## src/rtl/load_store_unit.sv

```systemverilog
// RV32I load/store unit: alignment checks, byte-lane steering and load extension
// in front of a word-addressed, variable-latency data memory with a bounded wait.
module load_store_unit #(
    parameter int unsigned TIMEOUT = 255
) (
    input  logic        clk,
    input  logic        reset,
    input  logic        req_valid,
    output logic        req_ready,
    input  logic        req_we,
    input  logic [2:0]  req_funct3,
    input  logic [31:0] req_addr,
    input  logic [31:0] req_wdata,
    output logic        resp_valid,
    output logic [31:0] resp_rdata,
    output logic        resp_err,
    output logic        mem_valid,
    input  logic        mem_ready,
    output logic        mem_we,
    output logic [3:0]  mem_be,
    output logic [31:0] mem_addr,
    output logic [31:0] mem_wdata,
    input  logic        mem_rvalid,
    input  logic [31:0] mem_rdata
);
    typedef enum logic [1:0] {S_IDLE, S_ISSUE, S_WAIT, S_DONE} state_t;

    state_t      r_state, w_next;
    logic [7:0]  r_cnt;
    logic        r_we;
    logic [2:0]  r_f3;
    logic [31:0] r_addr, r_wdata, r_rdata;
    logic        r_err;
    logic        w_legal, w_expire;

    function automatic logic f_legal(input logic we, input logic [2:0] f3, input logic [1:0] off);
        logic ok;
        case (f3[1:0])
            2'd0:    ok = 1'b1;
            2'd1:    ok = ~off[0];
            2'd2:    ok = (off == 2'd0);
            default: ok = 1'b0;
        endcase
        if (f3 == 3'd6 || (we && f3[2]))
            ok = 1'b0;
        return ok;
    endfunction

    function automatic logic [3:0] f_be(input logic [1:0] sz, input logic [1:0] off);
        case (sz)
            2'd0:    return 4'b0001 << off;
            2'd1:    return 4'b0011 << off;
            default: return 4'b1111;
        endcase
    endfunction

    function automatic logic [31:0] f_store(input logic [1:0] sz, input logic [31:0] d);
        case (sz)
            2'd0:    return {4{d[7:0]}};
            2'd1:    return {2{d[15:0]}};
            default: return d;
        endcase
    endfunction

    function automatic logic [31:0] f_load(input logic [2:0] f3, input logic [1:0] off,
                                           input logic [31:0] d);
        logic [31:0] s;
        s = d >> {off, 3'b000};
        case (f3)
            3'd0:    return {{24{s[7]}}, s[7:0]};
            3'd1:    return {{16{s[15]}}, s[15:0]};
            3'd4:    return {24'd0, s[7:0]};
            3'd5:    return {16'd0, s[15:0]};
            default: return s;
        endcase
    endfunction

    assign w_legal  = f_legal(req_we, req_funct3, req_addr[1:0]);
    // Counter spans ISSUE and WAIT together; progress wins over expiry on the same cycle.
    assign w_expire = (r_cnt == 8'(TIMEOUT - 1));

    always_ff @(posedge clk) begin
        if (reset)
            r_state <= S_IDLE;
        else
            r_state <= w_next;
    end

    always_comb begin
        w_next = r_state;
        case (r_state)
            S_IDLE:  if (req_valid) w_next = w_legal ? S_ISSUE : S_DONE;
            S_ISSUE: begin
                if (mem_ready)
                    w_next = r_we ? S_DONE : S_WAIT;
                else if (w_expire)
                    w_next = S_DONE;
            end
            S_WAIT:  if (mem_rvalid || w_expire) w_next = S_DONE;
            default: w_next = S_IDLE;
        endcase
    end

    always_ff @(posedge clk) begin
        if (r_state == S_IDLE && req_valid) begin
            r_we    <= req_we;
            r_f3    <= req_funct3;
            r_addr  <= req_addr;
            r_wdata <= req_wdata;
        end
    end

    always_ff @(posedge clk) begin
        if (reset) begin
            r_cnt   <= 8'd0;
            r_rdata <= 32'd0;
            r_err   <= 1'b0;
        end else begin
            case (r_state)
                S_IDLE: begin
                    r_cnt <= 8'd0;
                    if (req_valid && !w_legal) begin
                        r_err   <= 1'b1;
                        r_rdata <= 32'd0;
                    end
                end
                S_ISSUE: begin
                    r_cnt <= r_cnt + 8'd1;
                    if (mem_ready && r_we) begin
                        r_err   <= 1'b0;
                        r_rdata <= 32'd0;
                    end else if (!mem_ready && w_expire) begin
                        r_err   <= 1'b1;
                        r_rdata <= 32'd0;
                    end
                end
                S_WAIT: begin
                    r_cnt <= r_cnt + 8'd1;
                    if (mem_rvalid) begin
                        r_err   <= 1'b0;
                        r_rdata <= f_load(r_f3, r_addr[1:0], mem_rdata);
                    end else if (w_expire) begin
                        r_err   <= 1'b1;
                        r_rdata <= 32'd0;
                    end
                end
                default: ;
            endcase
        end
    end

    // Memory-side outputs are forced to zero whenever no request is presented.
    assign req_ready  = (r_state == S_IDLE);
    assign resp_valid = (r_state == S_DONE);
    assign resp_rdata = r_rdata;
    assign resp_err   = r_err;
    assign mem_valid  = (r_state == S_ISSUE);
    assign mem_we     = mem_valid & r_we;
    assign mem_be     = mem_valid ? f_be(r_f3[1:0], r_addr[1:0]) : 4'd0;
    assign mem_addr   = mem_valid ? {r_addr[31:2], 2'b00} : 32'd0;
    assign mem_wdata  = mem_valid ? f_store(r_f3[1:0], r_wdata) : 32'd0;
endmodule

```

## config.mk

```make
export PLATFORM = sky130hd
export DESIGN_NAME = load_store_unit
export DESIGN_NICKNAME = d
export VERILOG_FILES = /design/src/rtl/load_store_unit.sv
export SDC_FILE = /design/constraint.sdc
export NUM_CORES = 1
export LEC_CHECK = 0
export CORE_ASPECT_RATIO = 0.6
export CORE_MARGIN = 2
export CORE_UTILIZATION = 48
export CTS_CLUSTER_DIAMETER = 50
export DETAILED_ROUTE_END_ITERATION = 10
export PLACE_DENSITY = 0.92
export REMOVE_ABC_BUFFERS = 1
export SLEW_MARGIN = 0
export SYNTH_ARGS = -nofsm -noshare
export SYNTH_HDL_FRONTEND = slang
export SYNTH_SLANG_ARGS = --single-unit
```

## constraint.sdc

```tcl
create_clock -name clk -period 4.1 [get_ports clk]
set_input_delay 0.82 -clock clk [delete_from_list [all_inputs] [get_ports clk]]
set_output_delay 0.82 -clock clk [all_outputs]
set_load 0.01 [all_outputs]
```

## Yosys cells after proc, flatten, opt, wreduce, memory -nomap -nowiden

Index checks and enable logic that the tools add are counted.
W data, S select, Z words.

- Equality and inequality tests: 17
- Bitwise operators: 2
- Mux-type cells: 28
- Add/subtract/negate cells: 1
- Shifts and indexed selects: 3
- Reduce and logical (&&, ||, !) cells: 19

Operators by type and width:

| operator | count |
|---|---|
| $mux W32 | 7 |
| $pmux W32 S4 | 1 |
| $pmux W32 S3 | 1 |
| $pmux W32 S2 | 1 |
| $shr A32 B5 Y32 | 1 |
| $pmux W8 S2 | 1 |
| $mux W2 | 5 |
| $eq A3 B3 Y1 const B | 3 |
| $add A8 B1 Y8 const B | 1 |
| $eq A8 B8 Y1 const B | 1 |
| $logic_not A2 Y1 | 4 |
| $pmux W4 S2 | 1 |
| $mux W1 | 7 |
| $eq A2 B1 Y1 const B | 3 |
| $eq A2 B2 Y1 const B | 3 |
| $ne A3 B1 Y1 const B | 2 |
| $pmux W1 S3 | 2 |
| $pmux W2 S3 | 1 |
| $logic_and A1 B1 Y1 | 5 |
| $mux W4 | 1 |
| $ne A2 B2 Y1 const B | 2 |
| $reduce_and A4 Y1 | 1 |
| $shl A1 B2 Y4 const A | 1 |
| $shl A2 B2 Y4 const A | 1 |
| 12 further kinds | 14 |

- Flip-flop bits (word level): 111
- Input port bits: 105
- Logic and storage cells: 78
- Output and inout port bits: 105

## Logic depth before layout (Yosys ltp)

- Depth after elaboration: 7
- Mapped depth: 8
- Gate-level depth less buffers: 6

## Least setup slack after synthesis

Ideal clock, no wire load.

- Path kind: input to register
- From: in req_valid
- To: reg r_addr[0], enable pin
- Buffers on the path: 0
- Library setup time: 433 ps
- Cell stages on the path: 1
- Data arrival time: 2411 ps
- Setup slack: 1255 ps
- Data required time: 3667 ps
- Cells stage by stage: and2_1

- Cells in the longest elaborated chain, start to end: 1

RTL lines:

| element | RTL line | text |
|---|---|---|
| start: declaration | 8 | `input logic req_valid,` |
| $logic_and A1 B1 Y1 | 105 | `if (r_state == S_IDLE && req_valid) begin` |
| end signal: assignment | 108 | `r_addr <= req_addr;` |
| end: declaration | 32 | `logic [31:0] r_addr, r_wdata, r_rdata;` |

Every way passes these cells.
A chain may end at the register's enable or synchronous reset.

## Worst setup path in the final report

- From: reg r_f3[0]
- To: out mem_wdata[9]

- Cells in the longest elaborated chain, start to end: 3
- Elaborated cells between the ends (all ways): 4
- Classes of those cells: eq/ne (1); mux (2); reduce/logical (1)

RTL lines:

| element | RTL line | text |
|---|---|---|
| start: declaration | 31 | `logic [2:0] r_f3;` |
| start signal: assignment | 107 | `r_f3 <= req_funct3;` |
| $eq A2 B1 Y1 / $logic_not A2 Y1 (equally long branches) | 58 | `case (sz)` |
| $pmux W32 S2 (*) | 58 |  |
| $mux W32 (*) | 161 | `assign mem_wdata = mem_valid ? f_store(r_f3[1:0], r_wdata) : 32'd0;` |
| end: declaration | 22 | `output logic [31:0] mem_wdata,` |

Mark *: on every way between the ends. The rest lies on a longest branch, timed or not.

==> run_results.csv <==
group,metric,value,unit
detailed_routing,antenna_left,0,
final_layout,drive_gt1_share,6.46,%
detailed_routing,wire_per_inst,19.2,microns
synthesis,avgSynthCellArea,11.3,sq um
detailed_routing,drc,0,
grt,grt_pass1_vias,4662,
run_status,status,"finished, final reports clean",
cts,cts_inserted_buffers,9,
cts,clk-insertion-delay-late,0.35,ns
synthesis,ys.flop_type,"edfxtp_1",
grt,grt_max_degree,68,
sta,fin_setup_tns,0,ns
setup_path,worstRegToRegCells,6,
detailed_routing,drt-pass1-iter-count,5,
die,dieArea,12700,sq um
pwr,ir_drop,0.288,mV
run,max_cap_viol_count,0,
synthesis,synth_cell_types,56,
cts,ctsHoldBuffers,0,
synthesis,netlist_instances,504,
sta,rsz0062_at_grt,"no",
synthesis,seq_area_frac_synth,51.1,%
synthesis,synth-edff-count,68,
die,dieWidth,144,microns
detailed_routing,drt-total-wl,16.5,mm
cts,clkTransAtPathRegs,0.07,ns
cts,htreeDepth,3,
sta,clock.fmax,0.273,GHz
synthesis,yosys-top-cells-count,"edfxtp_1, mux2i_1, dfxtp_1",
sta,slew_violations,0,
cts,cts_tree,"yes",
sta,hold_violations,0,
final_layout,diodes,0,
synthesis,async_flop_share,0,%
final_layout,syn_to_final_growth,44.1,%
grt,grt_usage,25.7,%
setup_path,setup.worst_path.start_class,"register",
cts,root_buffer,"clkbuf_16",
final_layout,fin_util,71.7,%
place,portBuffers,207,
setup_path,worst-path-max-fanout,14,
min_path,hold_class,"register to register",
synthesis,synth-warning-count,0,
setup_path,r2r-start,"r_state[1]$_SDFFE_PP0P_",
setup_path,cp_data_required_time,3.28,ns
sta,worst_pin_slew,1.03,ns
synthesis,synth_area,5680,sq um
detailed_routing,dr.first_iter.drc_count,410,
die,fp-row-count,30,
synthesis,synth_area_leader_cell,"edfxtp_1",
setup_path,arrival,2.84,ns
pwr,leakage,3.06,nW
synthesis,ys_ff_latch,111,
sta,fin_crit_sh,89.2,%
setup_path,path_class,"register to primary output",
final_layout,final_nets,804,
die,die_h,88.2,microns
synthesis,netlist_top_cells_area,"edfxtp_1, dfxtp_1, mux2i_1",
setup_path,end_kind,"primary output",
die,ios,210,
sta,clock_skew,0.0100,ns
pwr,power_density,522,nW/um^2
detailed_routing,vias_per_cell,5.55,
die,start_util,49.7,%
setup_path,startpoint,"r_f3[0]$_DFFE_PP_",
die,coreArea,11400,sq um
sta,finalSetupViolCount,0,
grt,antenna_found_initial,0,
place,gp_congestion,0.931,
min_path,hold_depth,2,
cts,cts-resized-gates,0,
synthesis,yosysMostFrequentCell,"edfxtp_1",
sta,slew_headroom,31.4,%
grt,grt-ovfl-total,0,
detailed_routing,vias,4754,
final_layout,num-fill-cells,795,
sta,min_period,3.66,ns
place,hpwl,11.9,mm
cts,clock_path_buffers,2,
min_path,min_from,"resp_rdata[6]$_SDFFE_PP0P_",
cts,clock-sinks,111,
grt,grt_pass1_wl,24.9,mm
cts,cts_setup_buffers,0,
synthesis,yosysTopAreaCellShare,36.0,%
[through the flow]
| stage | instance area, sq um | instances | hold WS [ns] | total power [mW] | worst slack [ns] |
|---|---|---|---|---|---|
| final | 8180 | 857 | 0.482 | 4.27 | 0.442 |
| after global routing | 8180 | 857 | 0.501 | 4.46 | 0.353 |
| after CTS | 8180 | 857 | 0.482 | 4.27 | 0.397 |
| after detailed placement | 7840 | 841 | 0.470 | 3.27 | 0.800 |
| after global placement | 7840 | 841 | 0.463 | 3.23 | 0.781 |
| after floorplan | 5490 | 466 | 0.459 | 2.44 | 1.17 |
[kinds of logic (layout without fill, tap and decap cells)]
family          count (synthesis)  in the layout  share of synthesized area [%]
buf+inv                        61            253                           4.76
mux                            59             59                           11.0
simple gates                  155            155                           15.8
xor+xnor                        5              5                          0.772
flops                         111            111                           51.1
fa+ha+maj                       7              7                           1.54
other cells                     1              2                         0.0661
compound gates                105            105                           14.9
[final timing paths]
path / to / slack, ns
setup / recovery: mem_wdata[9] / 0.44
hold / removal: resp_rdata[6]$_SDFFE_PP0P_ / 0.48
setup reg to reg: resp_rdata[20]$_SDFFE_PP0P_ / 1.23
hold reg to reg: resp_rdata[6]$_SDFFE_PP0P_ / 0.48
[state kept, by name, summed over array words and instances (netlist names)]
register / count
r_addr: 32
r_wdata: 32
r_f3: 3
r_cnt: 8
resp_rdata: 32
resp_err: 1
r_state: 2
r_we: 1
[cells in the final DEF (no fill, tap or decap), drive strengths merged, types with 3 or more instances in the layout]
cell and instances:
nor2 14, ha 7, buf 8, nor2b 10, and3b 3, nand3b 15
xor2 4, o21a 4, edfxtp 68, clkbuf 10, a21oi 5, a21o 7
a21boi 10, a31o 16, a311oi 16, and2 40, nand2b 21, clkdlybuf4s50 207
mux2 7, mux2i 50, nand2 38, o21ai 14, bufinv 3, o211a 8
inv 21, o211ai 14, dfxtp 43
[power breakdown]
| part | internal, mW | switching [mW] |
|---|---|---|
| Clock | 0.596 | 0.405 |
| Combinational | 0.841 | 0.929 |
| Sequential | 1.40 | 0.0982 |
[per-layer routing]
layer  wire, microns  up-vias  GRT usage, %  share of wire [%]
met3            1450       35          6.98                8.8
met2            7670      233          42.4                 47
met1            6910     2291          33.3                 42
met4             435        0          8.30                2.6
met5               0        -             0                  0
li1                -     2195             -                  -
[critical path, cell delays in order, from the launching register on]
cell and delay [ns]:
edfxtp_1 0.69, nor2_1 0.77, nand2_1 0.10, a21boi_0 0.31, clkdlybuf4s50_1 0.62
[final cells by class]
type / instances / area (sq um) / share of cell area (%)
clock inverters: 6 / 109 / 1.33
inverters: 22 / 82.6 / 1.01
well taps: 160 / 200 / 2.45
clock buffers: 10 / 229 / 2.80
repair buffers: 215 / 2140 / 26.2
flip-flops and latches: 111 / 2900 / 35.5
multi-input cells: 333 / 2510 / 30.7
Note: power is estimated with default switching activity, not from simulation.
==> patch (same settings) <==
Re-encode `state_t` (4 states) as one-hot, 4 bits wide.
--- a/src/rtl/load_store_unit.sv
+++ b/src/rtl/load_store_unit.sv
@@ -23,7 +23,7 @@
     input  logic        mem_rvalid,
     input  logic [31:0] mem_rdata
 );
-    typedef enum logic [1:0] {S_IDLE, S_ISSUE, S_WAIT, S_DONE} state_t;
+    typedef enum logic [3:0] {S_IDLE = 4'b0001, S_ISSUE = 4'b0010, S_WAIT = 4'b0100, S_DONE = 4'b1000} state_t;
 
     state_t      r_state, w_next;
     logic [7:0]  r_cnt;
Behaviour: no difference found for any inputs over 4 cycles, from zero or initial values and one cycle with reset high; so few cycles prove little.
==> patch against the unedited design <==
Wire length decreased by 3.4%. Largest cell class unchanged. Cell count decreased by 1.2%. Sequential cell count increased by 2. Register-to-register slack got worse by 0.08 ns. Critical path type unchanged. Cell area decreased by 2.2%. Area after synthesis decreased by 5.8%. Via count increased by 1.4%. Setup slack improved by 0.092 ns.
Power is not compared: it rests on default switching activity, and its combinational part moved more than twofold at a synthesized area within 25%.
==> patch: results (changes against the unedited design) <==
path_clk_slew_ns: 0.05  # was 0.07 ns
antenna_cells: 0  # unchanged
arrival_ns: 2.75  # was 2.84 ns
routedWlPerCell_um: 18.8  # was 19.2 µm
drt_iter0_markers: 524  # was 410
placedCellCount: 817  # was 841
synth_cell_types: 61  # was 56
async_reset_ff_share_pct: 0  # unchanged
port_buffers: 207  # unchanged
grt_max_degree: 44  # was 68
gp_congestion: 0.902  # was 0.931
cts_buffers: 17  # was 9
clock_insertion_delay_worst_skew_ns: 0.40  # was 0.35 ns
grt_pass1_wl_um: 24400  # was 24900 µm
synthFlopType: "edfxtp_1"  # unchanged
yosysWarnings: 0  # unchanged
drv_cap: 0  # unchanged
synth_compound_area_share_pct: 15.3  # was 14.9%
pre_cts_slack_ns: 1.00  # was 0.800 ns
ctsResizeCount: 0  # unchanged
post_cts_buffers: 0  # unchanged
vias: 4820  # was 4754
final_layout_size_suffix_gt1_share_pct: 8.33  # was 6.46%
synth_mux_area_share_pct: 8.12  # was 11.0%
dpl_cell_area_um2: 7490  # was 7840 µm²
dp_hpwl_um: 11000  # was 11900 µm
h-tree-depth: 4  # was 3
synth_xor_area_share_pct: 0.164  # was 0.772%
dr.pass1.iters: 5  # unchanged
leakagePower_uw: 0.00282
synth_top_cells_by_area: "edfxtp_1 (38%), dfxtp_1 (17%), mux2i_1 (5.8%)"  # was edfxtp_1 (36%), dfxtp_1 (15%), mux2i_1 (8.8%)
avgSynthCellArea_um2: 10.7  # was 11.3 µm²
status: "completed"  # unchanged
clock_path_buffers: 2  # unchanged
crit_fanout: 42  # was 14
stdcell_count: 847  # was 857
ys_top_cells_by_count: "edfxtp_1 (68), nor2_1 (53), dfxtp_1 (45), and2_1 (40), nand2_1 (36)"  # was edfxtp_1 (68), mux2i_1 (50), dfxtp_1 (43), and2_1 (40), nand2_1 (38)
ys_seq_area_share_pct: 55.0  # was 51.1%
hp-class: "reg -> reg"  # unchanged
layout.nets: 804  # unchanged
synthAdderAreaFrac_pct: 0.468  # was 1.54%
synth_edf_count: 68  # unchanged
cts-root-buf: "clkbuf_16"  # unchanged
fin_worst_skew_ns: 0.00854  # was 0.0100 ns
ir_worst_vdd_mv: 0.352
track_usage_pct: 25.9  # was 25.7%
grt_pass1_vias: 4684  # was 4662
setup_violations: 0  # unchanged
relSlewSlack_pct: 11.6  # was 31.4%
==> patch: cell count changes after synthesis, moves of 9 or more <==
cell,delta
a22oi_1,+16
o22ai_1,+16
mux2i_1,-19
a21boi_0,-9
nand2b_1,-18
o32ai_1,+16
nor2_1,+39
o21ai_0,-10
a21oi_1,+26
o211ai_1,-12
nand3b_1,-13
a311oi_1,-14
a31o_1,-14
==> patch: power breakdown <==
group	internal, µW	switching, µW	total (µW)
Combinational	255	308	563
Sequential	1340	68.9	1410
Clock	810	480	1290
Total	2400	857	3260
==> patch: worst paths after layout <==
kind / from / endpoint / slack (ns) / depth (start not counted)
worst min-delay path: resp_rdata[25] / resp_rdata[25] / 0.47 / 2
worst max register to register: r_addr[0] / resp_rdata[19] / 1.15 / 5
worst max-delay path: r_state[0] / mem_addr[21] / 0.53 / 6
worst min register to register: resp_rdata[25] / resp_rdata[25] / 0.47 / 2
==> patch: final cells by class <==
cell class              count  area [µm²]
clock buffers              20         437
clock inverters            10        71.3
fillers                   668        2700
inverters                  27         104
multi-input cells         322        2120
flip-flops and latches    113        2940
well taps                 139         174
repair buffers            216        2150
==> patch: routing by layer <==
layer | vias up | share of wire (%) | GRT usage, %
met1 | 2312 | 42 | 34.6
met2 | 263 | 47 | 42.5
li1 | 2215 | - | -
met3 | 30 | 8.8 | 6.09
met4 | 0 | 1.7 | 8.17
met5 | - | 0 | 0
==> patch: cells by family after synthesis <==
family          after synthesis
fa+ha+maj                     2
buf+inv                      65
mux                          41
simple gates                161
other cells                   1
flops                       113
xor+xnor                      1
compound gates              115
==> patch: critical path, stage by stage (launching register included) <==
cell             delay (ns)
dfxtp_1                0.38
nor2_1                 0.27
nand3_1                0.12
buf_4                  0.25
inv_2                  0.52
and2_1                 0.23
clkdlybuf4s50_1        0.56
